<file path="src/rtl/fetch_stage_pkg.sv">
// -----------------------------------------------------------------------------
// fetch_stage_wires
// Types and helpers private to fetch_stage: FSM state encoding, the complete
// register record (pc, state, decode-facing output registers) and its reset
// value, plus small instruction-format helpers.
// -----------------------------------------------------------------------------
package fetch_stage_wires;

   typedef enum logic [1:0] {
      RESET = 2'd0,
      FETCH = 2'd1,
      HOLD  = 2'd2,
      FLUSH = 2'd3
   } fetch_state_type;

   typedef struct packed {
      logic [31:0]     pc;
      fetch_state_type state;
      logic            instr_valid;
      logic [31:0]     instr_pc;
      logic [31:0]     instr;
      logic            instr_comp;
      logic [31:0]     instr_npc;
   } reg_type;

   // Reset record: everything zero except pc, which starts at the halfword-
   // aligned reset vector.
   function automatic reg_type init_reg(input logic [31:0] reset_vector);
      reg_type res;
      res       = '0;
      res.pc    = reset_vector & ~32'h1;
      res.state = RESET;
      return res;
   endfunction

   // Any encoding other than 2'b11 in the low two bits is a 16-bit instruction.
   function automatic logic is_compressed(input logic [31:0] rdata);
      return (rdata[1:0] != 2'b11);
   endfunction

   // Compressed instructions are presented zero-extended.
   function automatic logic [31:0] align_instr(input logic [31:0] rdata);
      return is_compressed(rdata) ? {16'h0000, rdata[15:0]} : rdata;
   endfunction

   function automatic logic [31:0] next_pc(input logic [31:0] pc, input logic comp);
      return pc + (comp ? 32'd2 : 32'd4);
   endfunction

endpackage

</file>
<file path="src/rtl/wires_pkg.sv">
// -----------------------------------------------------------------------------
// wires
// Shared memory-port bundles used between the core front end and the fetch
// buffer.
//   mem_in_type  : request  (valid, fence, instr, addr, wdata, wstrb)
//   mem_out_type : response (ready, rdata), combinational in the request cycle
// -----------------------------------------------------------------------------
package wires;

   typedef struct packed {
      logic        mem_valid;
      logic        mem_fence;
      logic        mem_instr;
      logic [31:0] mem_addr;
      logic [31:0] mem_wdata;
      logic [3:0]  mem_wstrb;
   } mem_in_type;

   typedef struct packed {
      logic        mem_ready;
      logic [31:0] mem_rdata;
   } mem_out_type;

endpackage

</file>
<file path="src/rtl/fetch_stage.sv">
// -----------------------------------------------------------------------------
// fetch_stage
// Instruction fetch stage. Owns the program counter, issues one request per
// cycle to the fetch buffer, registers the returned 16/32-bit instruction and
// presents it to decode together with its PC and the following PC. Handles
// redirects, fence.i and decode back-pressure.
//
// Ports
//   clk             in   clock
//   rst             in   synchronous reset, active low
//   redirect_valid  in   branch/trap redirect
//   redirect_addr   in   redirect / fence restart target (bit 0 ignored)
//   fence_valid     in   fence.i request
//   stall           in   decode cannot accept the presented instruction
//   fetchbuffer_out in   fetch buffer response (ready, rdata)
//   fetchbuffer_in  out  fetch buffer request (valid, fence, addr, ...)
//   instr_valid     out  presented instruction valid
//   instr_pc        out  PC of presented instruction
//   instr           out  instruction (compressed form zero-extended)
//   instr_comp      out  presented instruction is 16-bit
//   instr_npc       out  PC following the presented instruction
// -----------------------------------------------------------------------------
module fetch_stage
   import wires::*;
   import fetch_stage_wires::*;
#(
   parameter logic [31:0] RESET_VECTOR = 32'h00000000
) (
   input  logic        clk,
   input  logic        rst,
   input  logic        redirect_valid,
   input  logic [31:0] redirect_addr,
   input  logic        fence_valid,
   input  logic        stall,
   input  mem_out_type fetchbuffer_out,
   output mem_in_type  fetchbuffer_in,
   output logic        instr_valid,
   output logic [31:0] instr_pc,
   output logic [31:0] instr,
   output logic        instr_comp,
   output logic [31:0] instr_npc
);

   reg_type    r;
   reg_type    rin;
   reg_type    v;
   mem_in_type w_req;

   always_comb begin
      v     = r;
      w_req = '0;
      // The address always comes straight from the pc register; only the
      // valid/fence qualifiers react to this cycle's control inputs.
      w_req.mem_instr = 1'b1;
      w_req.mem_addr  = r.pc;

      if (!rst) begin
         v = init_reg(RESET_VECTOR);
      end else if (fence_valid) begin
         // The fence is sent as a request of its own; whatever data comes back
         // in this cycle is discarded along with the presented instruction.
         w_req.mem_valid = 1'b1;
         w_req.mem_fence = 1'b1;
         v.state         = FLUSH;
         v.pc            = redirect_addr & ~32'h1;
         v.instr_valid   = 1'b0;
      end else if (redirect_valid) begin
         v.state       = FLUSH;
         v.pc          = redirect_addr & ~32'h1;
         v.instr_valid = 1'b0;
      end else begin
         case (r.state)
            RESET: begin
               v.state = FETCH;
            end
            FETCH, HOLD, FLUSH: begin
               // An empty output register never blocks, even under stall.
               if (r.instr_valid && stall) begin
                  v.state = HOLD;
               end else begin
                  w_req.mem_valid = 1'b1;
                  v.state         = FETCH;
                  if (fetchbuffer_out.mem_ready) begin
                     v.instr_valid = 1'b1;
                     v.instr_pc    = r.pc;
                     v.instr       = align_instr(fetchbuffer_out.mem_rdata);
                     v.instr_comp  = is_compressed(fetchbuffer_out.mem_rdata);
                     v.instr_npc   = next_pc(r.pc, is_compressed(fetchbuffer_out.mem_rdata));
                     v.pc          = next_pc(r.pc, is_compressed(fetchbuffer_out.mem_rdata));
                  end else begin
                     // Not ready (e.g. fence invalidation in progress): retry same pc.
                     v.instr_valid = 1'b0;
                  end
               end
            end
            default: begin
               v.state = RESET;
            end
         endcase
      end

      rin = v;
   end

   always_ff @(posedge clk) begin
      r <= rin;
   end

   assign fetchbuffer_in = w_req;
   assign instr_valid    = r.instr_valid;
   assign instr_pc       = r.instr_pc;
   assign instr          = r.instr;
   assign instr_comp     = r.instr_comp;
   assign instr_npc      = r.instr_npc;

endmodule

</file>
<file path="config.mk">
export PLATFORM = sky130hd
export DESIGN_NAME = fetch_stage
export DESIGN_NICKNAME = d
export VERILOG_FILES = /design/src/rtl/fetch_stage_pkg.sv /design/src/rtl/wires_pkg.sv /design/src/rtl/fetch_stage.sv
export SDC_FILE = /design/constraint.sdc
export NUM_CORES = 1
export LEC_CHECK = 0
export ABC_AREA = 1
export BUFFER_PORTS_ARGS = -buffer_cell sky130_fd_sc_hd__buf_2
export CAP_MARGIN = 0
export CORE_MARGIN = 2
export CORE_UTILIZATION = 51
export CTS_BUF_LIST = sky130_fd_sc_hd__clkbuf_16
export DETAILED_ROUTE_END_ITERATION = 10
export PLACE_DENSITY_LB_ADDON = 0.05
export SLEW_MARGIN = 20
export SYNTH_ARGS = -nofsm -noshare
export SYNTH_HDL_FRONTEND = slang
export SYNTH_SLANG_ARGS = --single-unit
</file>
<file path="constraint.sdc">
create_clock -name clk -period 2.3 [get_ports clk]
set_clock_uncertainty 0.1 [all_clocks]
set_input_delay 0.115 -clock clk [delete_from_list [all_inputs] [get_ports clk]]
set_output_delay 0.115 -clock clk [all_outputs]
set_load 0.01 [all_outputs]
</file>
==> flow_metrics.py, run 1 <==
metrics = {
    "worst_hold_path": {
        "hp-class": "primary input to flip-flop",
    },
    "sta": {
        "setup_viol": 0,
        "timing.hold.ws_ps": 34.60,
        "post-route-min-period_ps": 1966,
        "setup_tns_ps": 0,
        "period_share": 0.8546,
        "clock.fmax_mhz": 508.7,
        "timing.slew.headroom": 0.6620,
        "rsz0062_at_grt": "false",
        "final_max_slew_viol_count": 0,
        "final_hold_viol_count": 0,
        "tightestPinTransition_ps": 507.0,
    },
    "global_route": {
        "grt_usage": 0.2470,
        "grt_util_met2": 0.4064,
        "use_met1": 0.3149,
        "grt_pass1_wl_mm": 28.50,
        "grt_pass1_vias": 5771,
        "grtUsageMet3": 0.06981,
        "grt_max_degree": 111,
        "grt-ovfl-total": 0,
        "grt.busiest_layer": "met2",
        "antenna_found_initial": 0,
    },
    "run": {
        "maxCapViolCount": 0,
    },
    "clocking": {
        "numCtsBuffers": 17,
        "cts.sinks": 129,
        "clk_pin_slew_ps": 50,
        "clk_latency_ps": 420,
        "root_buffer": "clkbuf_16",
        "h-tree-depth": 4,
        "cts_tree": "done",
        "cts_max_path_buffers": 2,
    },
    "worst_setup_path": {
        "slowest_delay_ps": 540,
        "critical_path.endpoint_type": "flip-flop",
        "criticalPathCategory": "primary input to flip-flop",
        "critPathMaxFanout": 7,
        "crit_chain": "dlygate4sd3_1 -> buf_2 -> nand2_2 -> inv_1 -> nor2_1 -> ha_1 -> inv_1 -> nand2_2 -> nand2_4 -> nor2_4 -> xor2_1 -> nand2_1 -> nand2_1 -> nand2_1 -> inv_1",
        "critPathLaunchType": "primary input",
        "critPathArrivalTime_ps": 2230,
        "critical_path_required_ps": 2560,
        "slowest_stage": "dlygate4sd3_1",
    },
    "synthesis": {
        "synthAdderAreaFrac": 0.001807,
        "ys_types": 31,
        "synth_xor_area_frac": 0.01518,
        "synth_top_family_by_area": "buffers and inverters",
        "netlist_area_um2": 6925,
        "synth_compound_area_frac": 0.1324,
        "muxShareOfSynthArea": 0,
        "postSynthAreaPerCell_um2": 7.103,
        "syn_inst": 975,
        "yosysWarnings": 0,
        "ys_ff_latch": 129,
        "yosysSeqAreaShare": 0.3729,
        "yosys.area_share.simple": 0.2229,
    },
    "floorplanning": {
        "die_area_um2": 14530,
        "ioPinCount": 239,
        "die_w_um": 120.5,
        "core_area_um2": 13240,
        "start_util": 0.5230,
        "die_h_um": 120.5,
        "rows": 42,
    },
    "layout": {
        "layout_common_cells": "216 x nand2_1, 197 x buf_2, 129 x dfxtp_1",
        "area_growth_pct": 17.63,
        "final_common_cell": "nand2_1",
        "diodes": 0,
        "layout.nets": 1172,
        "drive_gt1_frac": 0.2424,
    },
    "routing": {
        "drc": 0,
        "drt_wl_total_mm": 17.42,
        "routedWlPerCell_um": 13.51,
        "firstDrtPassIters": 5,
        "vias": 6009,
        "final_antenna_net_count": 0,
        "vias_per_cell": 4.658,
        "drt-initial-drc-count": 264,
    },
    "placed_design": {
        "globalplace.congestion": 0.9042,
        "dp_hpwl_mm": 11.93,
        "port_buffers": 197,
    },
    "power": {
        "power.density_nw_per_um2": 693.4,
        "leakagePower_uw": 0.004049,
        "ir_worst_vdd_uv": 517.7,
    },
    "outcome": {
        "status": "finished, final reports clean",
    },
}
-- report_power, final --
part           switching [uW]  internal [uW]  total, uW  leakage [uW]
combinational             372            276        648       0.00273
clock                    1010           1580       2590      0.000268
sequential               80.4           2330       2410       0.00105
-- registers in the layout, indices dropped and copies added, names as in the netlist --
name / cells
instr_pc: 31
fetchbuffer_in: 31
instr: 32
r: 2
instr_npc: 31
instr_valid: 1
instr_comp: 1
-- synth_stat cells (all sizes together) --
cell type / n / area (um^2)
nand3: 21 / 115.1
inv: 81 / 306.5
o211ai: 1 / 7.510
o21ai: 72 / 360.3
conb: 2 / 7.510
nand4: 2 / 12.51
nand2: 225 / 872.1
a22oi: 7 / 52.55
a21oi: 89 / 445.4
a31oi: 3 / 18.77
a211oi: 2 / 25.02
xor2: 12 / 105.1
ha: 1 / 12.51
nor2: 124 / 544.3
dfxtp: 129 / 2582
clkbuf: 15 / 57.55
o31ai: 1 / 7.510
buf: 188 / 1393
-- cell families (layout without fill, tap and decap cells) --
group | after synthesis | in the layout
compound gates | 175 | 175
xor+xnor | 12 | 12
fa+ha+maj | 1 | 1
buf+inv | 284 | 385
flops | 129 | 129
other cells | 2 | 40
simple gates | 372 | 372
-- repair_timing --
item | 4_1_cts | 5_1_grt
hold buffers | 66 | 0
setup buffers | 0 | 0
endpoints found under the hold margin | 64 | 0
resized for setup | 0 | 0
-- worst paths after layout --
check                             startpoint                         endpoint  slack, ps  cells past startpoint
max                       fetchbuffer_out[1]        instr_npc[9]$_SDFFE_PN0P_        330                     15
min                        redirect_addr[23]  fetchbuffer_in[59]$_SDFFE_PN0P_         30                      5
max reg2reg  fetchbuffer_in[38]$_SDFFE_PN0P_        instr_npc[9]$_SDFFE_PN0P_        450                     12
min reg2reg            instr[0]$_SDFFE_PN0P_            instr[0]$_SDFFE_PN0P_        360                      2
-- worst max-delay path, delay by kind of cell --
family / cells / cell delay, ps
buffers and inverters: 5 / 860
AND/OR/NAND/NOR: 8 / 920
XOR/XNOR: 1 / 180
adder cells (fa/ha/maj): 1 / 150
-- layer usage --
layer  vias to the layer above  wire length, um
li1                       3110                -
met1                      2705             7871
met2                       176             8238
met3                        18             1098
met4                         0              216
met5                         -                0
-- layout make-up --
cell class / instances / area, um^2
sequential: 129 / 2582
tap: 176 / 220.2
fill: 1283 / 5096
multi-input combinational: 600 / 2729
clock inverter: 15 / 143.9
inverter: 81 / 306.5
clock buffer: 17 / 425.4
timing repair buffer: 272 / 1739
-- stage by stage --
step,std cells,setup slack (ps),total power [uW],utilization,area [um^2]
6_report,1290,334.4,5649,0.6152,8147
5_1_grt,1290,96.20,5890,0.6152,8147
4_1_cts,1290,341.5,5689,0.6152,8147
3_5_place_dp,1192,452.2,3015,0.5223,6917
3_3_place_gp,1192,457.3,3012,0.5223,6917
2_1_floorplan,1013,708.0,2942,-,7068
No activity file was read; power rests on OpenSTA's default activity.
==> run 2: changes to the inputs <==
- ABC_AREA: 1 -> unset
==> run 2 against run 1 <==
Compared with the run above: sequential share of layout area down 2.2 points; critical endpoint is now fetchbuffer_in[61]$_SDFFE_PN0P_; clock power up 6%; critical path type is now flip-flop to flip-flop; clock-buffer cell count unchanged; wire length up 25%; worst setup slack worse by 210 ps; fmax down 9.6%; via count up 18%; synthesized cell count down 5.2%.
==> flow_metrics.py, run 2 <==
metrics = {
    "power": {
        "power.density_nw_per_um2": 679.3,
        "ir_worst_vdd_uv": 436.4,
        "leakagePower_uw": 0.003681,
    },
    "worst_setup_path": {
        "critPathMaxFanout": 12,
        "crit_chain": "nand4_2 -> or4_4 -> or4b_1 -> o211ai_1",
        "critPathArrivalTime_ps": 2420,
        "slowest_delay_ps": 610,
        "critical_path_required_ps": 2550,
        "r2r_end": "fetchbuffer_in[61]$_SDFFE_PN0P_",
        "slowest_stage": "or4_4",
        "rrSetupSlack_ps": 130,
        "critPathLaunchType": "flip-flop",
        "r2r_cells": 4,
        "criticalPathCategory": "flip-flop to flip-flop",
        "r2r-start": "fetchbuffer_in[51]$_SDFFE_PN0P_",
        "critical_path.endpoint_type": "flip-flop",
    },
    "synthesis": {
        "synthTopCellsByCount": "166 x buf_4, 140 x nand2_1, 129 x dfxtp_1",
        "netlist_area_um2": 7253,
        "synth_most_common_cell": "buf_4",
        "yosysWarnings": 0,
        "netlist_top_cells_area": "dfxtp_1 36%, buf_4 17%, nand2_1 7.2%, a21oi_1 5.7%, o21ai_0 3.6%",
        "synth_area_leader_cell": "dfxtp_1",
        "synth_edf_count": 0,
        "postSynthAreaPerCell_um2": 7.850,
        "synth.top_cell.area_share": 0.3560,
        "ys_types": 65,
        "syn_inst": 924,
        "synthFlopType": "dfxtp_1",
        "ys_ff_latch": 129,
        "yosysSeqAreaShare": 0.3560,
        "async_flop_share": 0,
    },
    "layout": {
        "drive_gt1_frac": 0.2910,
        "layout.nets": 1130,
        "fillers": 1247,
        "layout_common_cells": "197 x buf_2, 139 x nand2_1, 129 x dfxtp_1",
        "diodes": 0,
        "area_growth_pct": 20.67,
        "largest_reg_flops": 32,
        "stdcell_count": 1252,
        "final_common_cell": "buf_2",
    },
    "sta": {
        "post-route-min-period_ps": 2174,
        "final_hold_viol_count": 0,
        "setup_viol": 0,
        "final_max_slew_viol_count": 0,
        "rsz0062_at_grt": "false",
        "setup_tns_ps": 0,
        "clock.fmax_mhz": 459.9,
        "tightestPinTransition_ps": 642.0,
        "timing.slew.headroom": 0.5704,
        "period_share": 0.9453,
    },
    "global_route": {
        "antenna_found_initial": 0,
        "grt-ovfl-total": 0,
        "grt_pass1_vias": 6178,
        "grt_usage": 0.2747,
        "grt_pass1_wl_mm": 32.38,
        "grt_max_degree": 73,
    },
    "clocking": {
        "cts.sinks": 129,
        "cts_max_path_buffers": 2,
        "cts_setup_buffers": 0,
        "h-tree-depth": 4,
        "clk_pin_slew_ps": 60,
        "root_buffer": "clkbuf_16",
        "clk_latency_ps": 430,
        "cts_tree": "done",
        "numCtsBuffers": 17,
    },
    "floorplanning": {
        "start_util": 0.5225,
        "ioPinCount": 239,
        "core_area_um2": 13880,
        "die_w_um": 123.3,
        "die_area_um2": 15190,
        "rows": 43,
        "die_h_um": 123.3,
    },
    "placed_design": {
        "port_buffers": 197,
        "dp.cells": 1157,
        "globalplace.congestion": 0.8752,
        "dp_hpwl_mm": 14.86,
    },
    "routing": {
        "drt-initial-drc-count": 608,
        "drc": 0,
        "routedWlPerCell_um": 17.38,
        "firstDrtPassIters": 5,
        "drt_wl_total_mm": 21.76,
        "vias_per_cell": 5.641,
        "vias": 7062,
        "final_antenna_net_count": 0,
    },
    "worst_hold_path": {
        "min_from": "redirect_addr[28]",
        "whs_path_depth": 4,
        "hp-class": "primary input to flip-flop",
        "whs_endpoint": "fetchbuffer_in[64]$_SDFFE_PN0P_",
    },
    "run": {
        "maxCapViolCount": 0,
    },
    "outcome": {
        "status": "finished, final reports clean",
    },
}
[run 2: cell types whose count changed after synthesis, moves of 15 or more]
cell      delta
nor2_1      -87
nand2_1     -76
inv_1       -73
clkbuf_1    +33
nand3_1     +21
nand4_1     +18
or4_1       +18
a31oi_1     +17
o211ai_1    +15
[run 2: critical path: cells and delay by family (launching register included)]
kind	cells	cell delay [ps]
flip-flops	1	480
AO/OA/AOI/OAI	1	120
AND/OR/NAND/NOR	3	1400
[run 2: metal layers]
metal / vias to the layer above / track usage / part of all wire
met5: - / 0 / 0
met4: 0 / 0.09091 / 0.015
met3: 27 / 0.05489 / 0.081
met2: 359 / 0.4420 / 0.47
met1: 3340 / 0.3687 / 0.43
li1: 3336 / - / -
[run 2: cell families after synthesis]
group / share of synthesized area
and+or+nand+nor: 0.2220
AOI/OAI and AO/OA: 0.1848
buffers and inverters: 0.2187
adders and majority gates: 0.001725
other: 0.001035
xor gates and xnor gates: 0.01570
DFF: 0.3560
[run 2: what timing repair did]
action	in CTS	in global routing
setup endpoints to repair	1	3
hold buffers	63	0
endpoints found under the hold margin	63	0
gates resized for setup	1	3
[run 2: worst max path at each step]
stage / start / endpoint / slack (ps)
after floorplan: fetchbuffer_out[1] / fetchbuffer_in[61]$_SDFFE_PN0P_ / 90
after global placement: fetchbuffer_out[1] / fetchbuffer_in[67]$_SDFFE_PN0P_ / 90
after detailed placement: fetchbuffer_out[1] / instr_npc[31]$_SDFFE_PN0P_ / 50
after CTS: fetchbuffer_in[51]$_SDFFE_PN0P_ / fetchbuffer_in[63]$_SDFFE_PN0P_ / 40
after global routing: fetchbuffer_in[51]$_SDFFE_PN0P_ / fetchbuffer_in[61]$_SDFFE_PN0P_ / 50
final: fetchbuffer_in[51]$_SDFFE_PN0P_ / fetchbuffer_in[61]$_SDFFE_PN0P_ / 130
[run 2: stage by stage]
stage / power [uW] / utilization / setup WS, ps / hold WS, ps / area, um^2
floorplan: 2970 / - / 92.84 / 151.0 / 7398
global placement: 3135 / 0.5412 / 93.35 / 257.0 / 7512
detailed placement: 3147 / 0.5412 / 47.07 / 263.4 / 7512
CTS: 5984 / 0.6303 / 42.30 / 1.684 / 8748
global route: 6161 / 0.6305 / 49.72 / 45.57 / 8752
finish: 5945 / 0.6305 / 125.8 / 23.79 / 8752
[run 2: power breakdown]
| group | leakage [uW] | internal [uW] | switching (uW) |
|---|---|---|---|
| clock network | 0.000287 | 1630 | 1120 |
| registers | 0.00105 | 2320 | 76.3 |
| logic | 0.00234 | 334 | 467 |
| total | 0.00368 | 4280 | 1660 |
[run 2: area by class of cell]
class                           instances  area [um^2]  area share
Timing Repair Buffer                  318         2077      0.2373
Clock buffer                           17        425.4     0.04861
Inverter                                5        18.77    0.002144
Clock inverter                         15        173.9     0.01987
Multi-Input combinational cell        588         3249      0.3713
Tap cell                              180        225.2     0.02573
Sequential cell                       129         2582      0.2951
==> run 3: changes to the inputs <==
- REMOVE_ABC_BUFFERS: unset -> 1
==> run 3 against run 2 <==
Compared with the run above: sequential share of layout area decreased by 0.14 points; critical path type is now primary input to flip-flop; final area increased by 0.49%; utilization increased by 0.31 points.
==> flow_metrics.py, run 3 (synthesis gave the netlist of run 2 again) <==
metrics = {
    "power": {
        "seq_power_share": 0.416,
        "swShare": 0.2642,
        "ir_worst_vdd_uv": 483.4,
        "leakagePower_uw": 0.003715,
        "power.density_nw_per_um2": 653.5,
        "p_int_uw": 4229,
        "comb_power_share": 0.140,
        "clockPowerShare": 0.444,
        "switchingPower_uw": 1518,
        "power.total_uw": 5747,
    },
    "floorplanning": {
        "die_area_um2": 15190,
        "ioPinCount": 239,
        "die_w_um": 123.3,
        "core_area_um2": 13880,
        "start_util": 0.5225,
        "rows": 43,
        "die_h_um": 123.3,
    },
    "layout": {
        "final_common_cell": "buf_2",
        "layout_common_cells": "197 x buf_2, 139 x nand2_1, 129 x dfxtp_1",
        "area_growth_pct": 21.25,
        "largest_reg_flops": 32,
        "final_area_um2": 8795,
        "fillers": 1209,
        "drive_gt1_frac": 0.2912,
        "layout.nets": 1133,
    },
    "sta": {
        "post-route-min-period_ps": 2161,
        "final_hold_viol_count": 0,
        "fin_ws_ps": 139.4,
        "timing.hold.ws_ps": 25.99,
        "setup_viol": 0,
        "tightestPinTransition_ps": 742.4,
        "clock.fmax_mhz": 462.8,
        "rsz0062_at_grt": "false",
        "period_share": 0.9394,
        "timing.slew.headroom": 0.5013,
        "final_max_slew_viol_count": 0,
    },
    "routing": {
        "vias_per_cell": 5.506,
        "firstDrtPassIters": 5,
        "drt_wl_total_mm": 20.50,
        "drt-initial-drc-count": 467,
        "vias": 6915,
        "final_antenna_net_count": 0,
        "routedWlPerCell_um": 16.32,
        "drc": 0,
    },
    "worst_setup_path": {
        "critPathMaxFanout": 5,
        "slowest_delay_ps": 670,
        "critPathArrivalTime_ps": 2390,
        "critical_path.endpoint_type": "flip-flop",
        "crit_chain": "dlygate4sd3_1 -> buf_2 -> and2_4 -> xor2_1 -> ha_2 -> a31o_4 -> nand4_1 -> or4b_2 -> o211ai_1",
        "critical_path_required_ps": 2530,
        "slowest_stage": "or4b_2",
        "criticalPathCategory": "primary input to flip-flop",
        "critPathLaunchType": "primary input",
    },
    "clocking": {
        "cts_tree": "done",
        "clk_pin_slew_ps": 50,
        "h-tree-depth": 4,
        "clk_latency_ps": 420,
        "root_buffer": "clkbuf_16",
        "cts.sinks": 129,
        "numCtsBuffers": 17,
        "cts_max_path_buffers": 2,
    },
    "run": {
        "maxCapViolCount": 0,
    },
    "outcome": {
        "status": "finished, final reports clean",
    },
    "placed_design": {
        "place_area_um2": 7556,
        "port_buffers": 197,
        "pre_cts_slack_ps": 96.80,
        "dp_hpwl_mm": 13.49,
        "globalplace.congestion": 0.8282,
    },
    "global_route": {
        "grt_pass1_wl_mm": 31.69,
        "grt_usage": 0.2655,
        "grt_pass1_vias": 6405,
        "grt-ovfl-total": 0,
        "antenna_found_initial": 0,
        "grt_max_degree": 77,
    },
    "worst_hold_path": {
        "hp-class": "primary input to flip-flop",
    },
}
[run 3: cell types whose count changed in the layout (fill, tap and decap cells not counted), moves of 2 or more]
cell / before / now
buf_12: 2 / 4
clkinv_2: 1 / 6
inv_1: 4 / 7
inv_6: 4 / 0
inv_8: 3 / 0
[run 3: area by class of cell]
type / count / area, um^2 / share of cell area
diodes: 1 / 2.502 / 0.0002845
flip-flops and latches: 129 / 2582 / 0.2936
well taps: 180 / 225.2 / 0.02561
inverters: 5 / 18.77 / 0.002134
clock buffers: 17 / 425.4 / 0.04837
clock inverters: 15 / 128.9 / 0.01465
multi-input cells: 588 / 3283 / 0.3733
repair buffers: 321 / 2128 / 0.2420
[run 3: repair_timing]
action	in CTS	in global routing
setup buffers	0	2
hold buffers	63	0
hold endpoints to repair	64	0
endpoints found under the setup margin	0	8
resized for setup	0	9
[run 3: worst max-delay path: cells and delay by family]
kind | cells | cell delay [ps]
simple gates | 3 | 1020
compound gates | 2 | 230
fa+ha+maj | 1 | 200
buf+inv | 2 | 670
xor+xnor | 1 | 140
[run 3: through the flow]
stage	util	std cells	TNS [ps]
finish	0.6336	1256	0
global route	0.6334	1255	0
CTS	0.6297	1253	0
detailed placement	0.5443	1158	0
global placement	0.5443	1158	0
floorplan	-	722	-196110
[run 3: path summary, 6_finish.rpt]
check | startpoint | end | slack [ps] | cells after the start
max | fetchbuffer_out[1] | fetchbuffer_in[53]$_SDFFE_PN0P_ | 140 | 9
min | redirect_addr[28] | fetchbuffer_in[64]$_SDFFE_PN0P_ | 30 | 4
max reg2reg | fetchbuffer_in[49]$_SDFFE_PN0P_ | fetchbuffer_in[61]$_SDFFE_PN0P_ | 140 | 4
min reg2reg | instr[25]$_SDFFE_PN0P_ | instr[25]$_SDFFE_PN0P_ | 350 | 2
[run 3: power by group through the flow]
stage / registers [uW] / clock network (uW) / logic, uW
2_1_floorplan: 2500 / 0 / 266
3_3_place_gp: 2430 / 0 / 693
3_5_place_dp: 2440 / 0 / 705
4_1_cts: 2390 / 2610 / 792
5_1_grt: 2400 / 2690 / 874
6_report: 2390 / 2550 / 803
[run 3: per-layer routing]
layer,global-route usage,up-vias,part of all wire,wire length [um]
li1,-,3337,-,-
met1,0.3377,3200,0.42,8598
met2,0.4406,341,0.47,9719
met3,0.05028,37,0.086,1760
met4,0.1108,0,0.021,422
met5,0,-,0,0
